===== config.mk =====
export PLATFORM = sky130hd
export DESIGN_NAME = mext_issue_lock_flat
export DESIGN_NICKNAME = d
export VERILOG_FILES = /design/src/rtl/mext_issue_lock_if.sv /design/src/rtl/mext_issue_lock.sv /design/src/flat_wrapper.sv
export SDC_FILE = /design/constraint.sdc
export NUM_CORES = 1
export LEC_CHECK = 0
export ABC_CLOCK_PERIOD_IN_PS = 3300
export CORE_MARGIN = 3
export CORE_UTILIZATION = 41
export CTS_CLUSTER_DIAMETER = 50
export DETAILED_ROUTE_END_ITERATION = 6
export GPL_TIMING_DRIVEN = 0
export PLACE_DENSITY = 0.81
export SETUP_SLACK_MARGIN = 0.2
export SYNTH_ARGS = -nofsm -noshare
export SYNTH_HDL_FRONTEND = slang
export SYNTH_SLANG_ARGS = --single-unit

===== constraint.sdc =====
create_clock -name clk -period 3.3 [get_ports clk]
set_clock_uncertainty 0.1 [all_clocks]
set_input_delay 0.66 -clock clk [delete_from_list [all_inputs] [get_ports clk]]
set_output_delay 0.66 -clock clk [all_outputs]
set_load 0.05 [all_outputs]

===== src/rtl/mext_issue_lock_if.sv =====
`default_nettype none
// ============================================================================
// Module      : mext_issue_lock_if
// Description : EX-stage / multi-cycle unit issue-lock bus. The master side
//               is the pipeline plus the mul/div units, the slave side is
//               the issue lock itself.
// Revision    : 1.0 - initial release
// ============================================================================
interface mext_issue_lock_if #(
    parameter int XLEN      = 32,
    parameter int NUM_UNITS = 2,
    parameter int STALL_W   = 6
);
    localparam int c_gidx_w = (NUM_UNITS > 1) ? $clog2(NUM_UNITS) : 1;

    logic [STALL_W-1:0]   stall;
    logic                 flush;
    logic [NUM_UNITS-1:0] req;
    logic [XLEN-1:0]      src_a;
    logic [XLEN-1:0]      src_b;
    logic [NUM_UNITS-1:0] unit_busy;
    logic [XLEN-1:0]      op_a;
    logic [XLEN-1:0]      op_b;
    logic [NUM_UNITS-1:0] start;
    logic [NUM_UNITS-1:0] abort;
    logic                 lock_busy;
    logic [c_gidx_w-1:0]  grant_idx;
    logic                 err_multi;
    logic                 err_timeout;

    modport master (
        output stall, flush, req, src_a, src_b, unit_busy,
        input  op_a, op_b, start, abort, lock_busy, grant_idx, err_multi, err_timeout
    );

    modport slave (
        input  stall, flush, req, src_a, src_b, unit_busy,
        output op_a, op_b, start, abort, lock_busy, grant_idx, err_multi, err_timeout
    );
endinterface
`default_nettype wire


===== src/rtl/mext_issue_lock.sv =====
`default_nettype none
// ============================================================================
// Module      : mext_issue_lock
// Description : Locks the EX operands of a multi-cycle M-extension operation
//               for its whole lifetime, issues a single start pulse to the
//               lowest requesting unit and kills it on flush, req drop or a
//               BUSY timeout.
// Revision    : 1.0 - initial release
// ============================================================================
module mext_issue_lock #(
    parameter int XLEN      = 32,
    parameter int NUM_UNITS = 2,
    parameter int STALL_W   = 6,
    parameter int STALL_BIT = 2,
    parameter int TIMEOUT   = 64
) (
    input  wire logic          clk,
    input  wire logic          rst,
    mext_issue_lock_if.slave   bus
);
    localparam int c_gidx_w = (NUM_UNITS > 1) ? $clog2(NUM_UNITS) : 1;
    localparam int c_cnt_w  = (TIMEOUT > 1) ? $clog2(TIMEOUT + 1) : 1;
    // Counter value seen in the last permitted BUSY cycle: the lock is
    // released in the TIMEOUT-th BUSY cycle.
    localparam logic [c_cnt_w-1:0] c_cnt_last = (TIMEOUT > 0) ? c_cnt_w'(TIMEOUT - 1) : '0;

    localparam logic [1:0] c_idle = 2'd0;
    localparam logic [1:0] c_busy = 2'd1;
    localparam logic [1:0] c_hold = 2'd2;

    logic [1:0]          r_state;
    logic [1:0]          w_next_state;
    logic [XLEN-1:0]     r_op_a;
    logic [XLEN-1:0]     r_op_b;
    logic [c_gidx_w-1:0] r_grant;
    logic [c_cnt_w-1:0]  r_cnt;
    logic                r_err_multi;
    logic                r_err_timeout;

    logic [c_gidx_w-1:0] w_gidx;
    logic                w_issue;
    logic                w_multi;
    logic                w_req_g;
    logic                w_busy_g;
    logic                w_stall_ex;
    logic                w_timeout;
    logic                w_kill;
    logic                w_release;

    // Lowest set request bit wins the grant.
    always_comb begin
        w_gidx = '0;
        for (int i = NUM_UNITS - 1; i >= 0; i--) begin
            if (bus.req[i]) w_gidx = c_gidx_w'(i);
        end
    end

    assign w_issue    = (r_state == c_idle) && (|bus.req) && !bus.flush;
    assign w_multi    = (bus.req & (bus.req - NUM_UNITS'(1))) != '0;
    assign w_req_g    = bus.req[r_grant];
    assign w_busy_g   = bus.unit_busy[r_grant];
    assign w_stall_ex = bus.stall[STALL_BIT];
    assign w_timeout  = (TIMEOUT > 0) && (r_state == c_busy) && (r_cnt == c_cnt_last);
    // Any forced release of a locked operation; completion is not a kill.
    assign w_kill     = ((r_state == c_busy) && (bus.flush || w_timeout || !w_req_g))
                     || ((r_state == c_hold) && bus.flush);
    assign w_release  = (r_state != c_idle) && (w_next_state == c_idle);

    // State register; reset drops straight to IDLE with no abort.
    always_ff @(posedge clk or posedge rst) begin
        if (rst) r_state <= c_idle;
        else     r_state <= w_next_state;
    end

    // Next state: flush > timeout > req drop > completion.
    always_comb begin
        w_next_state = r_state;
        case (r_state)
            c_idle: if (w_issue) w_next_state = c_busy;
            c_busy: begin
                if (w_kill)         w_next_state = c_idle;
                else if (!w_busy_g) w_next_state = w_stall_ex ? c_hold : c_idle;
            end
            c_hold: if (bus.flush || !w_stall_ex) w_next_state = c_idle;
            default: w_next_state = c_idle;
        endcase
    end

    // Operand buffers, grant index, BUSY counter and sticky error flags.
    always_ff @(posedge clk or posedge rst) begin
        if (rst) begin
            r_op_a        <= '0;
            r_op_b        <= '0;
            r_grant       <= '0;
            r_cnt         <= '0;
            r_err_multi   <= 1'b0;
            r_err_timeout <= 1'b0;
        end else begin
            if (w_issue) begin
                r_op_a  <= bus.src_a;
                r_op_b  <= bus.src_b;
                r_grant <= w_gidx;
                r_cnt   <= '0;
                if (w_multi) r_err_multi <= 1'b1;
            end else if (w_release) begin
                r_op_a <= '0;
                r_op_b <= '0;
            end
            if (r_state == c_busy) r_cnt <= r_cnt + c_cnt_w'(1);
            if (w_timeout) r_err_timeout <= 1'b1;
        end
    end

    // Outputs: operand mux, single start pulse from IDLE, abort on kill.
    always_comb begin
        bus.start = '0;
        if (w_issue && !rst) bus.start = NUM_UNITS'(1) << w_gidx;
        bus.abort = '0;
        if (w_kill) bus.abort = NUM_UNITS'(1) << r_grant;
        bus.op_a        = (r_state == c_idle) ? bus.src_a : r_op_a;
        bus.op_b        = (r_state == c_idle) ? bus.src_b : r_op_b;
        bus.lock_busy   = (r_state != c_idle);
        bus.grant_idx   = r_grant;
        bus.err_multi   = r_err_multi;
        bus.err_timeout = r_err_timeout;
    end
endmodule
`default_nettype wire


===== src/flat_wrapper.sv =====
// flat-port wrapper written by rule: the top's interface ports become plain ports
module mext_issue_lock_flat 
#(
    parameter int XLEN      = 32,
    parameter int NUM_UNITS = 2,
    parameter int STALL_W   = 6,
    parameter int STALL_BIT = 2,
    parameter int TIMEOUT   = 64
)
  (clk, rst, bus_stall, bus_flush, bus_req, bus_src_a, bus_src_b, bus_unit_busy, bus_op_a, bus_op_b, bus_start, bus_abort, bus_lock_busy, bus_grant_idx, bus_err_multi, bus_err_timeout);
  mext_issue_lock_if #(.XLEN(XLEN), .NUM_UNITS(NUM_UNITS), .STALL_W(STALL_W)) bus_i ();
  input  wire logic clk;
  input  wire logic rst;
  input wire logic [$bits(bus_i.stall)-1:0] bus_stall;
  input wire logic [$bits(bus_i.flush)-1:0] bus_flush;
  input wire logic [$bits(bus_i.req)-1:0] bus_req;
  input wire logic [$bits(bus_i.src_a)-1:0] bus_src_a;
  input wire logic [$bits(bus_i.src_b)-1:0] bus_src_b;
  input wire logic [$bits(bus_i.unit_busy)-1:0] bus_unit_busy;
  output wire logic [$bits(bus_i.op_a)-1:0] bus_op_a;
  output wire logic [$bits(bus_i.op_b)-1:0] bus_op_b;
  output wire logic [$bits(bus_i.start)-1:0] bus_start;
  output wire logic [$bits(bus_i.abort)-1:0] bus_abort;
  output wire logic [$bits(bus_i.lock_busy)-1:0] bus_lock_busy;
  output wire logic [$bits(bus_i.grant_idx)-1:0] bus_grant_idx;
  output wire logic [$bits(bus_i.err_multi)-1:0] bus_err_multi;
  output wire logic [$bits(bus_i.err_timeout)-1:0] bus_err_timeout;
  assign bus_i.stall = bus_stall;
  assign bus_i.flush = bus_flush;
  assign bus_i.req = bus_req;
  assign bus_i.src_a = bus_src_a;
  assign bus_i.src_b = bus_src_b;
  assign bus_i.unit_busy = bus_unit_busy;
  assign bus_op_a = bus_i.op_a;
  assign bus_op_b = bus_i.op_b;
  assign bus_start = bus_i.start;
  assign bus_abort = bus_i.abort;
  assign bus_lock_busy = bus_i.lock_busy;
  assign bus_grant_idx = bus_i.grant_idx;
  assign bus_err_multi = bus_i.err_multi;
  assign bus_err_timeout = bus_i.err_timeout;
  mext_issue_lock #(.XLEN(XLEN), .NUM_UNITS(NUM_UNITS), .STALL_W(STALL_W), .STALL_BIT(STALL_BIT), .TIMEOUT(TIMEOUT)) u_core (.clk(clk), .rst(rst), .bus(bus_i));
endmodule

### After elaboration in Yosys (flattened, before gate mapping)

Cells that the tools add are included.

| storage, ports and cells | value |
|---|---|
| register bits after elaboration | 76 |

| cells by class | value |
|---|---|
| add/subtract/negate cells | 2 |
| multiplexer cells | 21 |
| bitwise gates (word level) | 1 |
| eq/ne operators | 3 |
| $lt $le $gt $ge | 1 |
| shifts and indexed selects | 2 |
| reduce and logical (&&, ||, !) cells | 23 |

Operator list:

| operator | count |
|---|---|
| $mux 32 | 5 |
| $mux 2 | 7 |
| $mux 7 | 2 |
| $reduce_bool 2->1 | 4 |
| $add 7x1->7 const B | 1 |
| $eq 7x6->1 const B | 1 |
| $logic_and 1x1->1 | 7 |
| $mux 1 | 6 |
| $pmux 2 s3 | 1 |
| $logic_not 1->1 | 4 |
| $logic_not 2->1 | 2 |
| $logic_or 1x1->1 | 4 |
| $shl 1x1->2 const A | 2 |
| $and 2x2->2 | 1 |
| $eq 2x1->1 const B | 1 |
| $eq 2x2->1 const B | 1 |
| $lt 1x2->1 const B | 1 |
| $reduce_and 2->1 | 1 |
| $reduce_or 2->1 | 1 |
| $sub 2x1->2 const B | 1 |

### Depth between registers and ports, before layout

Gate-level depths: netlist of the first run.

| logic depth | value |
|---|---|
| depth after elaboration | 12 |
| depth in mapped cells | 6 |
| depth with buffers taken out | 5 |

### Worst setup path after synthesis of the first run

OpenSTA, ideal clock, no wires.

| timing | value |
|---|---|
| kind | input-to-output |
| start | in rst |
| end | out bus_start[0] |
| stages on the path | 2 |
| slack | -0.387 ns |
| arrival time | 2.927 ns |
| buffers on the path | 0 |
| required time | 2.540 ns |
| path through | inv_1 > and3_1 |

| between the ends | value |
|---|---|
| cells in the longest elaborated chain, start to end | 3 |

Ends and longest elaborated chain:

| element | line | text |
|---|---|---|
| from (decl) | flat_wrapper.sv:13 | `input wire logic rst;` |
| $logic_not 1->1 (no line) | -- |  |
| $logic_and 1x1->1 | mext_issue_lock.sv:117 | `if (w_issue && !rst) bus.start = NUM_UNITS'(1) << w_gidx;` |
| $mux 2 | mext_issue_lock.sv:117 |  |
| to (decl) | flat_wrapper.sv:22 | `output wire logic [$bits(bus_i.start)-1:0] bus_start;` |

No other way between the ends.

### Worst setup path after layout of the first run

| timing | value |
|---|---|
| start | in bus_flush |
| end | out bus_start[0] |

| between the ends | value |
|---|---|
| cells in the longest elaborated chain, start to end | 4 |

Ends and longest elaborated chain:

| element | line | text |
|---|---|---|
| from (decl) | flat_wrapper.sv:15 | `input wire logic [$bits(bus_i.flush)-1:0] bus_flush;` |
| $logic_not 1->1 | mext_issue_lock.sv:58 | `assign w_issue = (r_state == c_idle) && (\|bus.req) && !bus.flush;` |
| $logic_and 1x1->1 | mext_issue_lock.sv:58 |  |
| $logic_and 1x1->1 | mext_issue_lock.sv:117 |  |
| $mux 2 | mext_issue_lock.sv:117 |  |

No other way between the ends.

==> results.json, run 1 <==
{
  "status": "complete, no violations",
  "dp_hpwl_um": 8040,
  "drt-total-wl_um": 11100,
  "critPathCaptureType": "output port",
  "die_area_sq_mm": 0.0115,
  "syn_to_final_growth_pct": 40.1,
  "ys_types": 32,
  "cts_buffers": 9,
  "clock_sinks": 76,
  "grt_overflow": 0,
  "insertion_delay_ns": 0.33,
  "timing.final.crit_share_pct": 90.8,
  "synthArstFlopShare_pct": 100,
  "cts.clk_slew.worst_paths_ns": 0.08,
  "grt_pass1_wl_um": 18200,
  "final_common_cell": "nand2_1",
  "rows": 36,
  "critPathLaunchType": "input pin",
  "wire_per_inst_um": 15.5,
  "rsz0062_at_grt": "true",
  "nFillCells": 854,
  "synth.ff_latch_count": 76,
  "dpl_cell_area_sq_mm": 0.00583,
  "port_buffers": 143,
  "finalPower_mw": 3.24,
  "drtAntennaViolNets": 0,
  "gp_congestion": 0.803,
  "cp.required_ns": 2.54,
  "cts_max_level": 3,
  "grt_pass1_vias": 3694,
  "fin_nets": 659,
  "finalHoldViolations": 0,
  "drc": 0,
  "layout_common_cells": "138 x nand2_1, 76 x dfrtp_1, 74 x clkdlybuf4s50_1, 64 x mux2_2, 60 x a21oi_2",
  "io_pins": 149,
  "fp.coreArea_sq_mm": 0.00986,
  "initial_core_util_pct": 42.6,
  "num_vias": 3618,
  "cts_tree": "built",
  "hold-worst-slack_ns": 0.384,
  "drv_slew": 0,
  "critical_path.top_delay_family": "buffers and inverters",
  "synth_warnings": 0,
  "fp.dieW_um": 107,
  "hold_path_class": "register to register",
  "crit_path_top_delay_cell": "clkdlybuf4s50_1",
  "slowest_delay_ns": 0.55,
  "relSlewSlack_pct": 32.3,
  "antenna_found_initial": 0,
  "cts.path.max_buffers": 2,
  "ys_seq_area_share_pct": 45.2,
  "antenna_cells": 0,
  "synth_top_flop_cell": "dfrtp_1",
  "finalSetupViolCount": 0,
  "detail_route.first_pass.iterations": 4,
  "grt_max_degree": 39,
  "drtIter0Drc": 125,
  "layout_min_cycle_time_ns": 3.00,
  "synth_edf_count": 0,
  "grt_usage_pct": 19.4,
  "syn_nets": 500,
  "synth.avg_cell_area_sq_um": 9.97,
  "finish.utilization_pct": 59.7,
  "design_area_sq_mm": 0.00589,
  "path_cells": "clkdlybuf4s50_1 -> nor3_4 -> and3_4 -> clkdlybuf4s15_1",
  "r2r_setup_slack_ns": 1.11,
  "fmax_ghz": 0.334,
  "clockRootBuffer": "clkbuf_8",
  "p_leak_nw": 2.61,
  "ir_drop_uv": 257,
  "path_class": "input pin to output port",
  "viasPerCell": 5.03,
  "max-cap-violations": 0,
  "worstPathArrival_ns": 2.24,
  "drive_gt1_share_pct": 35.2,
  "critical_path_buf_inv_count": 2,
  "power.density_mw_per_mm2": 550,
  "synthesis.area_sq_mm": 0.00421,
  "synthCells": 422,
  "tightest_slew_ns": 1.01,
  "die_h_um": 107,
  "crit_fanout": 8
}
power by group:
group | switching, mW | internal [mW]
logic | 0.889 | 0.480
registers | 0.0860 | 1.07
clock network | 0.330 | 0.389
synthesized netlist by cell type, types with 2 or more instances:
| master | count | area [sq um] |
|---|---|---|
| nand2_1 | 138 | 518 |
| dfrtp_1 | 76 | 1900 |
| mux2_2 | 64 | 721 |
| a21oi_2 | 60 | 526 |
| buf_2 | 14 | 70.1 |
| o21ai_0 | 10 | 50.1 |
| a21oi_1 | 9 | 45.0 |
| clkbuf_1 | 9 | 33.8 |
| buf_6 | 6 | 67.6 |
| nor2_1 | 4 | 15.0 |
| inv_1 | 3 | 11.3 |
| nand2b_1 | 3 | 18.8 |
| nand3_1 | 3 | 15.0 |
| nor2b_1 | 3 | 18.8 |
| and3_1 | 2 | 12.5 |
| mux2i_1 | 2 | 20.0 |
layout make-up:
| class | instances | area, sq um | area share (%) |
|---|---|---|---|
| buffer | 29 | 188 | 3.18 |
| clock buffer | 12 | 155 | 2.63 |
| clock inverter | 4 | 47.5 | 0.807 |
| inverter | 3 | 15.0 | 0.255 |
| multi-input combinational | 314 | 2130 | 36.1 |
| sequential | 76 | 1900 | 32.3 |
| tap | 133 | 166 | 2.82 |
| timing repair buffer | 146 | 1280 | 21.8 |
| timing repair inverter | 2 | 10.0 | 0.170 |
worst reg2reg max path: stages (launching register included):
cell and delay (ns):
dfrtp_1 0.42, ha_1 0.25, and4_1 0.27, a311oi_4 0.33, buf_4 0.18, a31oi_4 0.20
buf_6 0.24, a21oi_2 0.12
flip-flops by register name (all words and copies together), names as in the netlist:
signal                  count
u_core.r_op_b              32
u_core.r_cnt                7
u_core.bus.err_multi        1
u_core.bus.grant_idx        1
u_core.bus.err_timeout      1
u_core.r_state              2
u_core.r_op_a              32
logic make-up after synthesis:
group	synth area share, %
xor+xnor	0.208
simple gates	15.6
buf+inv	4.34
mux	17.6
flops	45.2
fa+ha+maj	0.297
compound gates	16.8
metal layers:
metal,GRT usage (%),routed length (um),vias up
met4,5.30,160,0
met3,3.60,616,16
met2,32.8,5530,106
met1,25.5,4830,1760
met5,0,0,-
li1,-,-,1736
per-stage QoR:
step                      std cells  setup slack (ns)  TNS [ns]
after floorplan                 422             0.241         0
after global placement          698             -1.45     -1.82
after detailed placement        699            -0.675     -1.10
after CTS                       719             0.216         0
after global routing            719             0.167         0
final                           719             0.304         0
path summary, 6_finish.rpt:
check / start / depth (start not counted) / end
setup / recovery: bus_flush / 4 / bus_start[0]
hold / removal: u_core.bus.err_timeout$_DFFE_PP0P_ / 1 / u_core.bus.err_timeout$_DFFE_PP0P_
setup reg to reg: u_core.r_cnt[0]$_DFFE_PP0P_ / 7 / u_core.r_op_a[4]$_DFFE_PP0P_
hold reg to reg: u_core.bus.err_timeout$_DFFE_PP0P_ / 1 / u_core.bus.err_timeout$_DFFE_PP0P_
max in group asynchronous: rst / 3 / u_core.r_op_a[11]$_DFFE_PP0P_
min in group asynchronous: rst / 2 / u_core.r_op_b[15]$_DFFE_PP0P_
what timing repair did:
| action | 4_1_cts | 5_1_grt |
|---|---|---|
| hold buffers | 0 | 0 |
| cloned | 2 | 0 |
| buffers inserted | 2 | 0 |
| resized for setup | 71 | 77 |
| endpoints found under the setup margin | 69 | 42 |
Note: power is estimated with default switching activity, not from simulation.
==> run 2, diff against run 1 <==
HOLD_SLACK_MARGIN = 0.03   (was default)
RECOVER_POWER = 100   (was default)
==> run 2 against run 1 <==
  * Final cell count unchanged
  * Non-clock buffer count unchanged
  * Power decreased by 3.2%
  * Largest cell class unchanged
  * Worst hold slack got worse by 0.0061 ns
  * Via count decreased by 0.69%
  * Critical path depth increased by 1
  * Global-route usage unchanged
  * Die area unchanged
  * First-iteration DRC count increased by 2.4%
  * Utilization decreased by 3.0 points
==> results.json, run 2 (same netlist as run 1, synthesis figures left out) <==
{
  "r2r_setup_slack_ns": 0.61,
  "antenna_cells": 0,
  "ir_drop_uv": 246,
  "finalHoldViolations": 0,
  "viasPerCell": 5.00,
  "drv_slew": 0,
  "drt-total-wl_um": 11100,
  "finalSetupViolCount": 0,
  "detail_route.first_pass.iterations": 4,
  "num_vias": 3593,
  "drive_gt1_share_pct": 21.8,
  "finalSetupTns_ns": 0,
  "fp.dieW_um": 107,
  "worstPathArrival_ns": 2.34,
  "fp.coreArea_sq_mm": 0.00986,
  "insertion_delay_ns": 0.33,
  "clockRootBuffer": "clkbuf_8",
  "r2r_end": "u_core.r_op_a[22]$_DFFE_PP0P_",
  "wire_per_inst_um": 15.4,
  "cts_max_level": 3,
  "nFillCells": 948,
  "p_leak_nw": 2.42,
  "io_pins": 149,
  "cts.path.max_buffers": 2,
  "drc": 0,
  "cts.clk_slew.worst_paths_ns": 0.08,
  "path_class": "register to output port",
  "cts_tree": "built",
  "hp-start": "u_core.bus.err_timeout$_DFFE_PP0P_",
  "initial_core_util_pct": 42.6,
  "reg2reg_depth": 7,
  "layout_min_cycle_time_ns": 3.10,
  "rows": 36,
  "antenna_found_initial": 0,
  "syn_to_final_growth_pct": 33.0,
  "gp_congestion": 0.803,
  "cts_buffers": 9,
  "crit_fanout": 10,
  "status": "complete, no violations",
  "min_to": "u_core.bus.err_timeout$_DFFE_PP0P_",
  "layout_common_cells": "138 x nand2_1, 76 x dfrtp_1, 67 x clkdlybuf4s50_1, 62 x mux2_2, 50 x a21oi_1",
  "hold_depth": 1,
  "drtAntennaViolNets": 0,
  "hold-worst-slack_ns": 0.378,
  "cts_hold_buf": 0,
  "grt_overflow": 0,
  "fmax_ghz": 0.322,
  "dp_hpwl_um": 8040,
  "critPathCaptureType": "output port",
  "reg.largest.list": "u_core.r_op_a x32, u_core.r_op_b x32, u_core.r_cnt x7",
  "port_buffers": 143,
  "tightest_slew_ns": 0.961,
  "grt_usage_pct": 19.4,
  "r2r_start": "u_core.r_cnt[0]$_DFFE_PP0P_",
  "max-cap-violations": 0,
  "drtIter0Drc": 128,
  "fin_nets": 659,
  "clock_sinks": 76,
  "die_area_sq_mm": 0.0115,
  "multi_input_area_sq_mm": 0.00196,
  "die_h_um": 107,
  "rsz0062_at_grt": "true",
  "relSlewSlack_pct": 35.6,
  "power.density_mw_per_mm2": 561,
  "grt_pass1_wl_um": 18200,
  "hold_path_class": "register to register",
  "critPathLaunchType": "register",
  "grt_max_degree": 39,
  "timing.final.crit_share_pct": 94.0,
  "final_common_cell": "nand2_1",
  "cp.required_ns": 2.54,
  "grt_pass1_vias": 3694,
  "seqCellArea_sq_mm": 0.00190
}
[run 2: cell types whose count changed in the layout (fill, tap and decap cells not counted), moves of 2 or more]
cell             delta
a21oi_1            +41
dlymetal6s2s_1      -5
mux2_1              +2
buf_2               -7
buf_6               -3
clkdlybuf4s50_1     -7
buf_4               -4
a21oi_2            -41
clkbuf_1           +40
clkbuf_2           -19
dlygate4sd3_1       +7
mux2_2              -2
[run 2: cell type report]
type / count / area share (%)
Timing Repair Buffer: 146 / 21.2
Tap cell: 133 / 2.97
Sequential cell: 76 / 34.0
Inverter: 3 / 0.268
Clock inverter: 4 / 0.850
Clock buffer: 12 / 2.77
Timing Repair inverter: 2 / 0.179
Multi-Input combinational cell: 314 / 35.1
Buffer: 29 / 2.71
[run 2: critical path: stages, from the launching register on]
cell and delay, ns:
dfrtp_1 0.47, nor2_1 0.20, buf_4 0.23, clkbuf_2 0.30, mux2_2 0.38, dlygate4sd2_1 0.42
[run 2: worst max-delay path by stage]
stage	slack, ns	end	cells past startpoint	from
floorplan	0.24	bus_start[0]	2	rst
global placement	-1.45	bus_start[0]	4	rst
detailed placement	-0.68	bus_start[0]	4	rst
CTS	0.22	bus_op_a[5]	5	u_core.r_state[0]$_DFF_PP0_
global route	0.08	bus_lock_busy	5	u_core.r_state[0]$_DFF_PP0_
finish	0.20	bus_op_b[30]	5	u_core.r_state[0]$_DFF_PP0_
[run 2: what timing repair did]
action                     in CTS  in global routing
setup endpoints to repair      69                 42
setup buffers                   2                  0
pin swaps                       0                  0
cloned                          2                  0
gates resized for setup        71                 77
[run 2: routing by layer]
layer | track usage (%) | vias to the layer above | wire length, um | part of all wire, %
li1 | - | 1740 | - | -
met1 | 25.5 | 1745 | 4880 | 44
met2 | 32.8 | 94 | 5510 | 50
met3 | 3.60 | 14 | 566 | 5.1
met4 | 5.30 | 0 | 144 | 1.3
met5 | 0 | - | 0 | 0
[run 2: where the power goes]
group	switching [mW]	internal, mW	total, mW
Sequential	0.0857	1.07	1.15
Clock	0.328	0.389	0.717
Combinational	0.854	0.416	1.27
[run 2: per-stage QoR]
stage / instance area, sq um / util (%) / setup slack, ns / std cells / power [mW]
after detailed placement: 5830 / 59.1 / -0.675 / 699 / 2.63
after CTS: 6000 / 60.8 / 0.216 / 719 / 3.29
after global routing: 5600 / 56.7 / 0.0848 / 719 / 3.31
after floorplan: 4220 / - / 0.241 / 422 / 2.16
final: 5600 / 56.7 / 0.199 / 719 / 3.14
after global placement: 5810 / 58.9 / -1.45 / 698 / 2.60
==> run 3, diff against run 2 <==
==> constraint.sdc (replaced) <==
create_clock -name clk -period 3.3 [get_ports clk]
set_clock_uncertainty 0.1 [all_clocks]
set_input_delay 0.495 -clock clk [delete_from_list [all_inputs] [get_ports clk]]
set_output_delay 0.495 -clock clk [all_outputs]
set_load 0.05 [all_outputs]
==> run 3 against run 2 <==
  * First-iteration DRC count shrank 6.3%
  * Maximum frequency is 1.2% higher
  * Final area increased by 2.8%
  * Critical path type is now input pin to output port
  * Largest power group unchanged
==> results.json, run 3 (same netlist as run 1, synthesis figures left out) <==
{
  "status": "complete, no violations",
  "reg.largest.list": "u_core.r_op_a x32, u_core.r_op_b x32, u_core.r_cnt x7",
  "finalPower_mw": 3.25,
  "die_area_sq_mm": 0.0115,
  "antenna_cells": 0,
  "crit_fanout": 8,
  "grt_usage_pct": 20.1,
  "detail_route.first_pass.iterations": 4,
  "cts.path.max_buffers": 2,
  "path_class": "input pin to output port",
  "insertion_delay_ns": 0.34,
  "port_buffers": 143,
  "finalSetupTns_ns": 0,
  "grt_pass1_wl_um": 18700,
  "design_area_sq_mm": 0.00576,
  "io_pins": 149,
  "cts.clk_slew.worst_paths_ns": 0.08,
  "pwr-share-clk_pct": 24.7,
  "drtAntennaViolNets": 0,
  "grt_overflow": 0,
  "final_common_cell": "nand2_1",
  "dpl_cell_area_sq_mm": 0.00583,
  "syn_to_final_growth_pct": 36.8,
  "cts_tree": "built",
  "layout_min_cycle_time_ns": 3.06,
  "tightest_slew_ns": 1.40,
  "drv_slew": 0,
  "antenna_found_initial": 0,
  "setup_slack_ns": 0.236,
  "finish.utilization_pct": 58.3,
  "switching_share_pct": 38.8,
  "critPathLaunchType": "input pin",
  "grt_max_degree": 40,
  "timing.final.crit_share_pct": 92.9,
  "rows": 36,
  "critPathCaptureType": "output port",
  "power.density_mw_per_mm2": 564,
  "clock_sinks": 76,
  "cts_hold_buf": 0,
  "layout_common_cells": "138 x nand2_1, 76 x dfrtp_1, 69 x clkdlybuf4s50_1, 64 x mux2_2, 63 x a21oi_1",
  "drc": 0,
  "initial_core_util_pct": 42.6,
  "combPwrFrac_pct": 39.8,
  "cts_buffers": 9,
  "fmax_ghz": 0.326,
  "grt_pass1_vias": 3894,
  "clockRootBuffer": "clkbuf_8",
  "gp_congestion": 0.772,
  "fp.coreArea_sq_mm": 0.00986,
  "cts_max_level": 3,
  "num_vias": 3664,
  "drive_gt1_share_pct": 18.8,
  "die_h_um": 107,
  "finalSetupViolCount": 0,
  "p_int_mw": 1.99,
  "ir_drop_uv": 228,
  "viasPerCell": 5.11,
  "relSlewSlack_pct": 6.54,
  "max-cap-violations": 0,
  "p_leak_nw": 2.56,
  "drtIter0Drc": 120,
  "wire_per_inst_um": 15.4,
  "drt-total-wl_um": 11000,
  "rsz0062_at_grt": "false",
  "finalHoldViolations": 0,
  "p_switching_mw": 1.26,
  "cp.required_ns": 2.70,
  "dpl_worst_slack_ns": -0.277,
  "hold_path_class": "register to register",
  "fin_nets": 658,
  "dp_hpwl_um": 8030,
  "worstPathArrival_ns": 2.47,
  "fp.dieW_um": 107,
  "seqPwrFrac_pct": 35.5
}
run 3: worst paths after layout:
path,from,end,slack [ns],depth (start not counted)
max,bus_flush,bus_start[0],0.24,4
min,u_core.bus.err_timeout$_DFFE_PP0P_,u_core.bus.err_timeout$_DFFE_PP0P_,0.38,1
max reg2reg,u_core.r_cnt[0]$_DFFE_PP0P_,u_core.r_op_b[16]$_DFFE_PP0P_,0.58,6
min reg2reg,u_core.bus.err_timeout$_DFFE_PP0P_,u_core.bus.err_timeout$_DFFE_PP0P_,0.38,1
max in group asynchronous,rst,u_core.r_op_a[2]$_DFFE_PP0P_,0.90,3
min in group asynchronous,rst,u_core.r_op_b[15]$_DFFE_PP0P_,0.66,2
run 3: stage by stage:
| stage | instances | hold WS (ns) |
|---|---|---|
| 5_1_grt | 717 | 0.402 |
| 2_1_floorplan | 422 | 0.359 |
| 4_1_cts | 715 | 0.388 |
| 6_report | 717 | 0.376 |
| 3_5_place_dp | 699 | 0.368 |
| 3_3_place_gp | 698 | 0.353 |
run 3: metal layers:
| layer | GRT usage (%) | wire length (um) | vias up |
|---|---|---|---|
| met4 | 5.84 | 135 | 0 |
| met5 | 0 | 0 | - |
| met2 | 34.6 | 5600 | 115 |
| met3 | 3.60 | 547 | 13 |
| met1 | 25.8 | 4760 | 1794 |
| li1 | - | - | 1742 |
run 3: critical path, cell delays in order:
cell           delay [ns]
dlygate4sd3_1        0.64
nor3_4               0.27
and3_1               0.19
dlygate4sd3_1        0.87
run 3: power by group through the flow:
stage                     clock network (mW)  logic, mW  registers [mW]
after detailed placement                   0       1.46            1.17
after global routing                   0.854       1.39            1.17
after floorplan                            0       1.01            1.15
final                                  0.801       1.29            1.15
after global placement                     0       1.44            1.16
after CTS                              0.819       1.40            1.15
run 3: final cells by class:
class                      count  area, sq um
fill                         925         4110
multi-input combinational    314         1900
sequential                    76         1900
timing repair buffer         145         1370
buffer                        29          168
tap                          133          166
clock buffer                  11          151
clock inverter                 4         72.6
inverter                       3         15.0
timing repair inverter         2         10.0
run 3: repair_timing:
| action | in CTS | in global routing |
|---|---|---|
| gates resized for setup | 52 | 4 |
| cloned | 1 | 1 |
| endpoints found under the setup margin | 62 | 3 |
| buffers inserted | 0 | 1 |
| hold endpoints to repair | 0 | 0 |
